## src/rtl/input_conditioner.sv

```systemverilog
// Switch/enter-key front end: synchronises the switches and the active-low key,
// debounces the key and latches the switch word with a pending flag per confirmed press.
//
// state | meaning
// IDLE  | key released and settled, waiting for a press
// DOWN  | key seen pressed, timing the stable-low interval
// HELD  | press confirmed and captured, waiting for release
// UP    | key seen released, timing the stable-high interval
module input_conditioner #(
    parameter int WIDTH           = 18,
    parameter int DEBOUNCE_CYCLES = 50000
) (
    input  logic             clock,
    input  logic             reset_n,
    input  logic [WIDTH-1:0] sw,
    input  logic             key,
    input  logic             ack,
    output logic [WIDTH-1:0] in,
    output logic             bin,
    output logic             press,
    output logic             overrun
);

    localparam int CNT_W = (DEBOUNCE_CYCLES > 2) ? $clog2(DEBOUNCE_CYCLES) : 1;
    // The entry edge into DOWN/UP is the first of the DEBOUNCE_CYCLES stable samples,
    // so the counter only has to cover the remaining DEBOUNCE_CYCLES-1 edges.
    localparam logic [CNT_W-1:0] CNT_LAST = CNT_W'(DEBOUNCE_CYCLES - 2);

    typedef enum logic [1:0] {
        IDLE = 2'd0,
        DOWN = 2'd1,
        HELD = 2'd2,
        UP   = 2'd3
    } state_t;

    state_t           state_q;
    state_t           state_d;
    logic [CNT_W-1:0] cnt;
    logic [WIDTH-1:0] sw_m;
    logic [WIDTH-1:0] sw_s;
    logic             key_m;
    logic             key_s;
    logic             capture;

    always_ff @(posedge clock or negedge reset_n) begin
        if (!reset_n) begin
            sw_m  <= '0;
            sw_s  <= '0;
            key_m <= 1'b1;
            key_s <= 1'b1;
        end else begin
            sw_m  <= sw;
            sw_s  <= sw_m;
            key_m <= key;
            key_s <= key_m;
        end
    end

    always_ff @(posedge clock or negedge reset_n) begin
        if (!reset_n) begin
            state_q <= IDLE;
            cnt     <= '0;
        end else begin
            state_q <= state_d;
            if (state_d != state_q) begin
                cnt <= '0;
            end else if (state_q == DOWN || state_q == UP) begin
                cnt <= cnt + 1'b1;
            end
        end
    end

    always_comb begin
        state_d = state_q;
        capture = 1'b0;
        case (state_q)
            IDLE: begin
                if (!key_s) state_d = DOWN;
            end
            DOWN: begin
                if (key_s) begin
                    state_d = IDLE;
                end else if (cnt == CNT_LAST) begin
                    state_d = HELD;
                    capture = 1'b1;
                end
            end
            HELD: begin
                if (key_s) state_d = UP;
            end
            UP: begin
                if (!key_s) begin
                    state_d = HELD;
                end else if (cnt == CNT_LAST) begin
                    state_d = IDLE;
                end
            end
            default: state_d = IDLE;
        endcase
    end

    // A capture coinciding with ack means the old value was consumed: no overrun.
    always_ff @(posedge clock or negedge reset_n) begin
        if (!reset_n) begin
            in      <= '0;
            bin     <= 1'b0;
            press   <= 1'b0;
            overrun <= 1'b0;
        end else begin
            press <= capture;
            if (capture) begin
                in  <= sw_s;
                bin <= 1'b1;
                if (bin && !ack) overrun <= 1'b1;
            end else if (ack) begin
                bin     <= 1'b0;
                overrun <= 1'b0;
            end
        end
    end

endmodule
```

## config.mk

```make
export PLATFORM = sky130hd
export DESIGN_NAME = input_conditioner
export DESIGN_NICKNAME = d
export VERILOG_FILES = /design/src/rtl/input_conditioner.sv
export SDC_FILE = /design/constraint.sdc
export NUM_CORES = 1
export LEC_CHECK = 0
export ABC_AREA = 1
export CAP_MARGIN = 20
export CORE_MARGIN = 1
export CORE_UTILIZATION = 49
export CTS_CLUSTER_DIAMETER = 150
export DETAILED_ROUTE_END_ITERATION = 16
export HOLD_SLACK_MARGIN = 0.02
export PLACE_DENSITY = 0.77
export SKIP_CTS_REPAIR_TIMING = 1
export SYNTH_ARGS = -nofsm -noshare
export SYNTH_HDL_FRONTEND = slang
export SYNTH_SLANG_ARGS = --single-unit
```

## constraint.sdc

```tcl
create_clock -name clock -period 1.55 [get_ports clock]
set_input_delay 0.31 -clock clock [delete_from_list [all_inputs] [get_ports clock]]
set_output_delay 0.31 -clock clock [all_outputs]
set_load 0.005 [all_outputs]
```

==> results.json, run 1 <==
{
  "status": "finished, violations left",
  "failed_checks": "setup timing",
  "io_pins": 43,
  "diodes": 0,
  "layout_common_cells": "nand2_1, dfrtp_1, inv_1, buf_4, nor2_1",
  "synth_fp_nets": 355,
  "max_stage_delay_ns": 0.39,
  "cts_sinks": 77,
  "cp_data_required_time_ns": 1.78,
  "routed_wl_mm": 7.152,
  "num-nets-final": 448,
  "final_common_cell": "nand2_1",
  "ant_nets": 0,
  "placementRows": 28,
  "slew_violations": 0,
  "holdCritPathClass": "reg2reg",
  "vias": 2485,
  "drv_cap": 0,
  "critPathMaxFanout": 7,
  "tightest_slew_ns": 0.3533,
  "portBuffers": 42,
  "finalPower_uw": 3788,
  "fin_area_um2": 4330,
  "h-tree-depth": 3,
  "power_leakage_uw": 0.002370,
  "worstSetupPathType": "reg2reg",
  "cts_root_buf": "clkbuf_8",
  "crit_chain": "inv_2 > ha_4 > nand2_4 > inv_2 > nand2_2 > nor2_2 > nand2_2 > nor2_8 > clkbuf_16 > nand2_2 > o21ai_1 > inv_1",
  "drcViolationCount": 0,
  "fin_skew_ns": 0.01410,
  "ctsLongestPathBuffers": 2,
  "yosysUniqueCellTypes": 24,
  "dpl.hpwl_mm": 4.473,
  "initial_core_util_pct": 51.64,
  "dr.pass1.iters": 4,
  "synthesis.area_um2": 3112,
  "syn_to_final_growth_pct": 39.16,
  "syn_area_per_cell_um2": 9.401,
  "final-setup-viol-count": 19,
  "fmax_mhz": 611.0,
  "grt_pass1_vias": 2368,
  "grt_pass1_wl_mm": 10.48,
  "vias_per_cell": 4.931,
  "synth-seq-cells": 77,
  "ir_worst_vdd_v": 0.0006649,
  "dieArea_um2": 6673,
  "coreArea_um2": 6026,
  "hold_viol": 0,
  "post_drt_wl_per_cell_um": 14.19,
  "relSlewSlack_pct": 76.45,
  "antenna_found_initial": 0,
  "cpMostUsedCell": "nand2_2",
  "dpl_cell_area_um2": 3826,
  "rsz0062_at_grt": "yes",
  "start_kind": "flip-flop",
  "clk_latency_ns": 0.34,
  "crit_path_top_delay_cell": "dfrtp_1",
  "fp.dieH_um": 81.69,
  "drive_above_1_share_pct": 25.41,
  "cts_tree": "built",
  "cts_made_buffers": 9,
  "synth_cells": 331,
  "hold_ws_ns": 0.3415,
  "grt_max_degree": 30,
  "worst_setup_path_end_kind": "flip-flop",
  "fin_crit_sh_pct": 105.6,
  "path_buf_inv": 4,
  "drt_iter0_drc": 107,
  "ys_seq_area_share_pct": 62.00,
  "crit_family": "simple AND/OR/NAND/NOR gates",
  "setup_ws_ns": -0.08662,
  "worstPathArrival_ns": 1.87,
  "grt_usage_pct": 21.44,
  "place.gp.congestion": 0.9510,
  "clkTransAtPathRegs_ns": 0.09,
  "yosysWarnings": 0,
  "power_density_nw_per_um2": 874.7,
  "min_period_ns": 1.637,
  "grt_overflow": 0,
  "die_w_um": 81.69
}
==> power by group <==
part / internal, uW / switching [uW] / total [uW]
Clock: 791 / 704 / 1500
Sequential: 2070 / 20.8 / 2090
Combinational: 93.1 / 113 / 206
==> area by class of cell <==
type                    instances  area [um^2]
multi-input cells             191         1001
flip-flops and latches         77         1929
repair buffers                 88        889.6
inverters                      57        215.2
clock inverters                 5        60.06
well taps                      75        93.84
fillers                       416         1695
clock buffers                  11        141.4
==> worst paths after layout <==
| kind | startpoint | endpoint | slack, ns | cells past startpoint |
|---|---|---|---|---|
| worst min register to register | sw_m[10] | sw_s[10] | 0.34 | 0 |
| worst max-delay path | cnt[0] | in[2] | -0.09 | 12 |
| worst min-delay path | sw_m[10] | sw_s[10] | 0.34 | 0 |
| max in group asynchronous | reset_n | key_s | 0.59 | 3 |
| worst max register to register | cnt[0] | in[2] | -0.09 | 12 |
| min in group asynchronous | reset_n | sw_s[10] | 0.42 | 2 |
==> registers in the layout (all words and copies together), names as in the netlist <==
name,flops
key_m,1
cnt,16
in,18
overrun,1
sw_s,18
press,1
key_s,1
bin,1
state_q,2
sw_m,18
==> metal layers <==
| layer | up-vias | track usage [%] | routed length (um) |
|---|---|---|---|
| met5 | - | 0 | 0 |
| met4 | 0 | 8.772 | 37 |
| met3 | 4 | 5.667 | 350 |
| met2 | 72 | 37.50 | 3778 |
| met1 | 1212 | 24.87 | 2986 |
| li1 | 1197 | - | - |
==> cell usage after synthesis <==
cell	instances	share of area [%]
nand2_1	86	10
dfrtp_1	75	60
inv_1	50	6.0
nor2_1	38	4.6
o21ai_0	14	2.3
nand3_1	12	1.9
o21ai_2	12	3.4
nand4_1	11	2.2
inv_2	6	0.72
xor2_1	5	1.4
buf_6	3	1.1
nand2_2	3	0.60
a21oi_1	2	0.32
dfstp_2	2	1.7
ha_1	2	0.80
nor3_1	2	0.32
and3_1	1	0.20
buf_1	1	0.12
buf_2	1	0.16
buf_4	1	0.24
clkinv_2	1	0.16
nor2_2	1	0.20
nor2_8	1	0.64
o21bai_1	1	0.24
==> worst register-to-register path, stage by stage, from the launching register on <==
cell and delay, ns:
dfrtp_1 0.39, inv_2 0.09, ha_4 0.15, nand2_4 0.05, inv_2 0.05, nand2_2 0.04, nor2_2 0.11, nand2_2 0.11
nor2_8 0.20, clkbuf_16 0.20, nand2_2 0.05, o21ai_1 0.06, inv_1 0.05
==> metrics by stage <==
step	std cells	setup slack (ns)	utilization (%)	TNS (ns)
floorplan	331	0.01363	-	0
global placement	469	0.009642	63.50	0
detailed placement	469	-0.07567	63.50	-0.5248
CTS	485	-0.07846	66.84	-0.9099
global route	504	-0.1783	71.86	-3.650
finish	504	-0.08662	71.86	-1.108
==> kinds of logic after synthesis <==
group / share of synthesized area, %
AOI/OAI and AO/OA: 6.192
adders and majority gates: 0.8041
buffers and inverters: 8.524
xor gates and xnor gates: 1.407
DFF: 62.00
and+or+nand+nor: 21.07
Note: power is estimated with default switching activity, not from simulation.
==> run 2: changes to the inputs <==
--- a/config.mk
+++ b/config.mk
@@ -7,6 +7,7 @@
 export LEC_CHECK = 0
 export ABC_AREA = 1
 export CAP_MARGIN = 20
+export CORE_ASPECT_RATIO = 0.7
 export CORE_MARGIN = 1
 export CORE_UTILIZATION = 49
 export CTS_CLUSTER_DIAMETER = 150
==> results.json, run 2 (same netlist as run 1, synthesis figures left out) <==
{
  "status": "finished, violations left",
  "failed_checks": "setup timing",
  "initial_core_util_pct": 52.49,
  "path_buf_inv": 4,
  "largestRegisters": "in (18), sw_m (18), sw_s (18)",
  "vias": 2552,
  "met1_usage_pct": 27.68,
  "max_stage_delay_ns": 0.39,
  "syn_to_final_growth_pct": 44.51,
  "multiInputGateArea_um2": 1067,
  "final_common_cell": "dfrtp_1",
  "worstSetupPathType": "reg2reg",
  "cpMostUsedCell": "inv_2",
  "fmax_mhz": 573.1,
  "cp_data_required_time_ns": 1.80,
  "grt.busiest_layer": "met2",
  "dieArea_um2": 6678,
  "grt_overflow": 0,
  "rsz0062_at_grt": "yes",
  "drv_cap": 0,
  "crit_path_top_delay_cell": "dfrtp_1",
  "hold_start": "sw_m[14]",
  "cts_root_buf": "clkbuf_8",
  "regArea_um2": 1932,
  "io_pins": 43,
  "setup_ws_ns": -0.1949,
  "die_w_um": 97.25,
  "cts_sinks": 77,
  "worst_setup_path_end_kind": "flip-flop",
  "grt_pass1_wl_mm": 10.02,
  "dr.pass1.iters": 6,
  "vias_per_cell": 5.014,
  "drt_iter0_drc": 165,
  "slew_violations": 0,
  "post-place-ws_ns": -0.03413,
  "layout_common_cells": "dfrtp_1, nand2_1, inv_1, buf_4, nor2_1",
  "power_leakage_uw": 0.002546,
  "grtUsageMet2_pct": 30.81,
  "portBuffers": 42,
  "hold_viol": 0,
  "cts_made_buffers": 9,
  "clk_latency_ns": 0.36,
  "tightest_slew_ns": 0.3537,
  "r2r-start": "cnt[0]",
  "num-fill-cells": 361,
  "dpl.hpwl_mm": 4.602,
  "coreArea_um2": 5928,
  "cts_tree": "built",
  "placementRows": 23,
  "antenna_found_initial": 0,
  "min_period_ns": 1.745,
  "h-tree-depth": 3,
  "post_drt_wl_per_cell_um": 15.63,
  "worstPathArrival_ns": 2.00,
  "fin_crit_sh_pct": 112.6,
  "grt_usage_pct": 20.08,
  "clkTransAtPathRegs_ns": 0.08,
  "relSlewSlack_pct": 76.42,
  "diodes": 0,
  "drcViolationCount": 0,
  "holdCritPathClass": "reg2reg",
  "grt_util_met3_pct": 5.645,
  "final-setup-viol-count": 33,
  "crit_family": "simple AND/OR/NAND/NOR gates",
  "fin_skew_ns": 0.01169,
  "grt_max_degree": 37,
  "fin_area_um2": 4497,
  "dpl_cell_area_um2": 3791,
  "start_kind": "flip-flop",
  "power_density_nw_per_um2": 905.7,
  "critPathLaunch": "cnt[0]",
  "place.gp.congestion": 0.9314,
  "ctsLongestPathBuffers": 2,
  "num-nets-final": 453,
  "critPathMaxFanout": 5,
  "routed_wl_mm": 7.957,
  "fp.dieH_um": 68.68,
  "ant_nets": 0,
  "ir_worst_vdd_v": 0.0006760,
  "fin_util_pct": 75.85,
  "crit_chain": "inv_2 > ha_4 > nand2_4 > inv_2 > nand2_1 > nor2_1 > nand2_2 > nor2_8 > clkbuf_16 > nand2_1 > o21ai_2 > inv_2",
  "drive_above_1_share_pct": 30.18,
  "grt_pass1_vias": 2182
}
## run 2: metrics by stage
step	setup TNS, ns	instances	hold slack (ns)	power (uW)
after global routing	-5.136	509	0.3586	4197
after CTS	-0.6558	482	-0.1312	4023
final	-3.008	509	0.3490	4073
after global placement	0	466	0.2487	2298
after detailed placement	-0.1731	466	0.2471	2304
after floorplan	0	331	0.01441	2164
## run 2: worst paths after layout
check	slack, ns	endpoint	cells after the start
max	-0.19	in[5]	12
min	0.35	sw_s[14]	0
max reg2reg	-0.19	in[5]	12
min reg2reg	0.35	sw_s[14]	0
max in group asynchronous	0.62	cnt[6]	3
min in group asynchronous	0.41	in[16]	2
## run 2: final cells by class
cell class	instances	share of cell area [%]
timing repair buffer	93	21.26
tap	75	2.087
inverter	57	4.786
clock inverter	4	1.725
multi-input combinational	191	23.73
clock buffer	12	3.450
sequential	77	42.96
## run 2: where the power goes
group | switching [uW] | internal, uW | total, uW | leakage, uW
registers | 23.6 | 2060 | 2090 | 0.000979
clock network | 765 | 1010 | 1770 | 0.000118
logic | 117 | 95.2 | 212 | 0.00145
## run 2: per-layer routing
metal  vias up  wire length [um]  part of all wire (%)
li1       1209                 -                     -
met1      1207              3314                    42
met2       123              3930                    49
met3        13               584                   7.3
met4         0               127                   1.6
met5         -                 0                     0
## run 2: worst reg2reg max path, delay by kind of cell, from the launching register on
family	cells	cell delay, ns
AO/OA/AOI/OAI	1	0.07
adder cells (fa/ha/maj)	1	0.15
buffers and inverters	4	0.38
flip-flops	1	0.39
AND/OR/NAND/NOR	6	0.67
==> RTL change 1, RTL diff (settings of run 1) <==
The parameter `DEBOUNCE_CYCLES` goes from 50000 to 200000.
--- a/src/rtl/input_conditioner.sv
+++ b/src/rtl/input_conditioner.sv
@@ -8,7 +8,7 @@
 // UP    | key seen released, timing the stable-high interval
 module input_conditioner #(
     parameter int WIDTH           = 18,
-    parameter int DEBOUNCE_CYCLES = 50000
+    parameter int DEBOUNCE_CYCLES = 200000
 ) (
     input  logic             clock,
     input  logic             reset_n,
Function: same outputs for any inputs over 10 cycles, from zero or initial values and one cycle with reset_n low; that may be too few to reach the edited logic, so the function may still have changed.
==> RTL change 1 against run 1 <==
The run ends with DRC, setup timing left. Area after synthesis up 6.2%. Count of clock-buffer cells in the layout is 1 higher. Highest routed layer unchanged. First-iteration DRC count is 50% higher. Utilization is 2.7 points lower. Sequential cell count is 2 higher. Critical endpoint is now in[10]$_DFFE_PN0P_. Routed wire length shrank 5.5%. Design area rose by 2.6%. Worst setup slack worse by 56 ps. Power shrank 1.1%.
==> RTL change 1: results (changes against run 1) <==
Placed design
  • Detailed placement HPWL: 4480 um (+0.21%)
  • Final GP Congestion: 0.914 (-3.9%)
  • Area of placed instances: 0.00396 sq mm (+3.6%)
  • Pre-CTS setup slack: -158 ps (-81.9 ps)

Power and ir drop
  • Static leakage: 2.30 nW (-2.7%)
  • Worst VDD drop: 753 uV (+13%)

Route
  • Post-DR vias/cell: 4.79 (-2.8%)
  • Wire length on met3: 370 um (+5.7%)
  • Met2 WL: 3350 um (-11%)
  • Met1 wire length: 2930 um (-2.0%)
  • Iter 0 DRT Violations: 161 (+50%)
  • Wire length per cell: 13.0 um (-8.2%)
  • # DRC: 11 (+11)
  • DRT Pass-1 Iters: 10 (+6)

Clocking
  • Num CTS Buffers: 9 (unchanged)
  • CTS Buffer Depth: 2 (unchanged)
  • Clk Latency, worst-skew pair: 340 ps (about the same)

Global routing
  • All-layer global routing usage: 0.196 (-0.0187)
  • Initial antenna violation count: 0 (unchanged)
  • Largest net degree at the start of global routing: 35 (+17%)
  • First-pass GRT wire length: 10500 um (+0.52%)
  • Vias in the first global route: 2335 (-1.4%)

Status
  • Failing checks: DRC, setup timing
  • Outcome: finished, violations left

Timing
  • Clock Skew: 7.37 ps (-6.73 ps)
  • Least-Margin Pin Slew: 456 ps (+103 ps)
  • Final setup TNS: -2180 ps (-1070 ps)
  • Worst setup margin: -143 ps (-56.0 ps)
  • Finish-stage setup viols: 20 (+1)

Worst setup path
  • Worst path arrival time: 1930 ps (+60 ps)
  • CP max FO: 18 (+11)

Finish
  • # fillers: 470 (+13%)
  • Nets: 461 (+2.9%)
  • Share of layout cells above drive strength 1: 0.305 (+0.0514)

Yosys
  • Top post-synthesis cells by count: nand2_1 (79), dfrtp_1 (77), inv_1 (38), nor2_1 (33), inv_2 (21)
  • Post-Syn Nets: 370 (+4.2%)
  • Seq/Total Area, Yosys: 0.599 (-0.0212)
  • Synth unique cells: 29 (+21%)
  • Area contributors post-synth: dfrtp_1 (58%), nand2_1 (9.0%), inv_1 (4.3%)
  • Most common cell in the netlist: nand2_1
-- RTL change 1: cell types whose count changed in the layout (fill, tap and decap cells not counted), moves of 4 or more --
cell | before | now
clkdlybuf4s50_1 | 30 | 35
o21ai_2 | 13 | 19
inv_1 | 47 | 36
nand4_1 | 11 | 7
nand2_2 | 11 | 18
inv_2 | 9 | 23
dlymetal6s2s_1 | 11 | 6
o21ai_1 | 8 | 1
nand3b_1 | 0 | 10
-- RTL change 1: power by group --
group | internal [mW] | switching, mW
registers | 2.12 | 0.0187
logic | 0.0816 | 0.103
clock network | 0.713 | 0.714
-- RTL change 1: worst paths after layout --
| path | startpoint | end | cells after the start |
|---|---|---|---|
| min in group asynchronous | reset_n | in[2]$_DFFE_PN0P_ | 2 |
| worst max register to register | cnt[0]$_DFFE_PN0P_ | in[10]$_DFFE_PN0P_ | 10 |
| worst min register to register | sw_m[6]$_DFF_PN0_ | sw_s[6]$_DFF_PN0_ | 0 |
| max in group asynchronous | reset_n | sw_m[9]$_DFF_PN0_ | 3 |
| worst min-delay path | sw_m[6]$_DFF_PN0_ | sw_s[6]$_DFF_PN0_ | 0 |
| worst max-delay path | cnt[0]$_DFFE_PN0P_ | in[10]$_DFFE_PN0P_ | 10 |
-- RTL change 1: final cells by class --
cell class | count | area share
clock buffers | 12 | 0.0372
clock inverters | 4 | 0.00648
inverters | 60 | 0.0507
multi-input cells | 199 | 0.247
flip-flops and latches | 79 | 0.446
well taps | 77 | 0.0217
repair buffers | 88 | 0.191
-- RTL change 1: critical path, cell delays in order (launching register included) --
cell and delay [ps]:
dfrtp_1 400, inv_2 60, ha_1 140, nand4_1 150, nor2_4 220, nand2_4 100, nor2_8 160, buf_12 190
nand2_2 60, o21ai_2 60, inv_2 40
-- RTL change 1: kinds of logic after synthesis --
kind of cell,synth area share
compound gates,0.0556
simple gates,0.233
fa+ha+maj,0.00757
buf+inv,0.0863
xor+xnor,0.0185
flops,0.599
-- RTL change 1: stage by stage --
step,util,hold WS (ps),cells,power [mW]
global placement,0.617,286,479,2.35
finish,0.692,349,519,3.75
CTS,0.647,-87.7,495,3.78
detailed placement,0.617,291,479,2.36
global route,0.692,345,519,3.91
floorplan,-,14.4,346,2.22
-- RTL change 1: metal layers --
metal	vias up	global-route usage
met1	1166	0.249
met3	12	0.0590
met5	-	0
met4	0	0.105
li1	1238	-
met2	72	0.303
==> RTL change 2, RTL diff (config.mk and constraints of run 1) <==
Made on the original files. Put one more register stage on the output `overrun`, with the module's reset. The value now appears one clock later. The other outputs are not delayed to match.
--- a/src/rtl/input_conditioner.sv
+++ b/src/rtl/input_conditioner.sv
@@ -32,6 +32,8 @@
         HELD = 2'd2,
         UP   = 2'd3
     } state_t;
+
+    logic overrun_s0;
 
     state_t           state_q;
     state_t           state_d;
@@ -105,18 +107,26 @@
             in      <= '0;
             bin     <= 1'b0;
             press   <= 1'b0;
-            overrun <= 1'b0;
+            overrun_s0 <= 1'b0;
         end else begin
             press <= capture;
             if (capture) begin
                 in  <= sw_s;
                 bin <= 1'b1;
-                if (bin && !ack) overrun <= 1'b1;
+                if (bin && !ack) overrun_s0 <= 1'b1;
             end else if (ack) begin
                 bin     <= 1'b0;
-                overrun <= 1'b0;
+                overrun_s0 <= 1'b0;
             end
         end
     end
 
+    always_ff @(posedge clock or negedge reset_n) begin
+        if (!reset_n) begin
+            overrun <= '0;
+        end else begin
+            overrun <= overrun_s0;
+        end
+    end
+
 endmodule
Behaviour: same outputs for any inputs over 10 cycles, from zero or initial values and one cycle with reset_n low; that may be too few to reach the edited logic, so the function may still have changed.
==> RTL change 2 against run 1 <==
Synthesized cell count fell by 11%. Sequential cell count up 1. Critical path type unchanged. Power shrank 1.3%. Design area is 8.7% lower. Worst hold slack better by 5.1 ps. Area after synthesis down 4.7%. Routed wire length fell by 15%. Worst setup slack gained 130 ps.
==> RTL change 2: results (changes against run 1) <==
Status
  • Outcome: complete, no violations

Yosys
  • Post-Syn Nets: 320 (-9.9%)
  • Seq/Total Area, Yosys: 0.659 (+0.0390)
  • Top post-synthesis cells by count: nand2_1 (113), dfrtp_1 (76), nor2_1 (22), inv_1 (17), nand4_1 (13)
  • Cells after Synth: 296 (-11%)
  • Area contributors post-synth: dfrtp_1 (64%), nand2_1 (14%), nor2_1 (2.8%)

Timing
  • WHS: 347 ps (+5.10 ps)
  • Least-Margin Pin Slew: 298 ps (-55.0 ps)
  • Clock Skew: 11.7 ps (-2.38 ps)
  • F_max: 0.662 GHz (+8.4%)

Clocking
  • Root buf cell: clkbuf_8

Placed design
  • Pre-CTS setup slack: -224 ps (-148 ps)
  • Detailed placement HPWL: 4090 um (-8.5%)
  • Area of placed instances: 0.00366 sq mm (-4.3%)
  • Final GP Congestion: 0.865 (-9.1%)
  • Inst Count DP: 434 (-7.5%)

Worst setup path
  • CP max FO: 3 (-4)
  • Delay-heaviest family, CP: simple AND/OR/NAND/NOR gates
  • R2R depth: 9 (-3)
  • FF-to-FF End: cnt[4]$_DFFE_PN0P_
  • Worst path arrival time: 1720 ps (-150 ps)

Finish
  • # fillers: 386 (-7.2%)
  • Nets: 403 (-10%)
  • Share of layout cells above drive strength 1: 0.198 (-0.0556)

Route
  • Post-DR vias/cell: 4.85 (-1.7%)
  • Met1 wire length: 2710 um (-9.2%)
  • Iter 0 DRT Violations: 127 (+19%)
  • Met2 WL: 2960 um (-22%)
  • Detailed-route wire length: 6100 um (-15%)
  • Wire length per cell: 13.4 um (-5.6%)

Min path
  • Worst hold start: sw_m[9]$_DFF_PN0_
  • Hold endpoint: sw_s[9]$_DFF_PN0_

Power and ir drop
  • Worst VDD drop: 639 uV (-3.9%)
  • Static leakage: 2.06 nW (-13%)
  • Sw frac: 0.221 (-0.000762)
  • Comb pwr: 182 uW (-12%)
  • Reg power frac: 0.565 (+0.014)

Global routing
  • All-layer global routing usage: 0.207 (-0.00688)
  • Largest net degree at the start of global routing: 42 (+40%)
  • Met1 Use GR: 0.275 (+0.0265)
  • First-pass GRT wire length: 9780 um (-6.7%)
  • Vias in the first global route: 2157 (-8.9%)
  • Met2 GRT Util: 0.319 (-0.0562)
[RTL change 2: changes by cell type after synthesis, moves of 5 or more]
cell / before / now
inv_2: 6 / 1
inv_1: 50 / 17
o21ai_2: 12 / 0
nand2_1: 86 / 113
nand2_2: 3 / 9
o21ai_0: 14 / 5
nor2_1: 38 / 22
[RTL change 2: final cells by class]
cell class	count	share of cell area
Tap cell	72	0.0228
Clock inverter	6	0.0155
Sequential cell	78	0.494
Timing Repair Buffer	78	0.187
Clock buffer	9	0.0313
Inverter	19	0.0193
Multi-Input combinational cell	193	0.230
[RTL change 2: logic make-up (layout without fill, tap and decap cells)]
logic type | after synthesis | count (layout) | synth area share
XOR/XNOR | 6 | 6 | 0.0177
buffers and inverters | 25 | 112 | 0.0418
AO/OA/AOI/OAI | 14 | 14 | 0.0253
adder cells (fa/ha/maj) | 2 | 2 | 0.00844
AND/OR/NAND/NOR | 171 | 171 | 0.248
flip-flops | 78 | 78 | 0.659
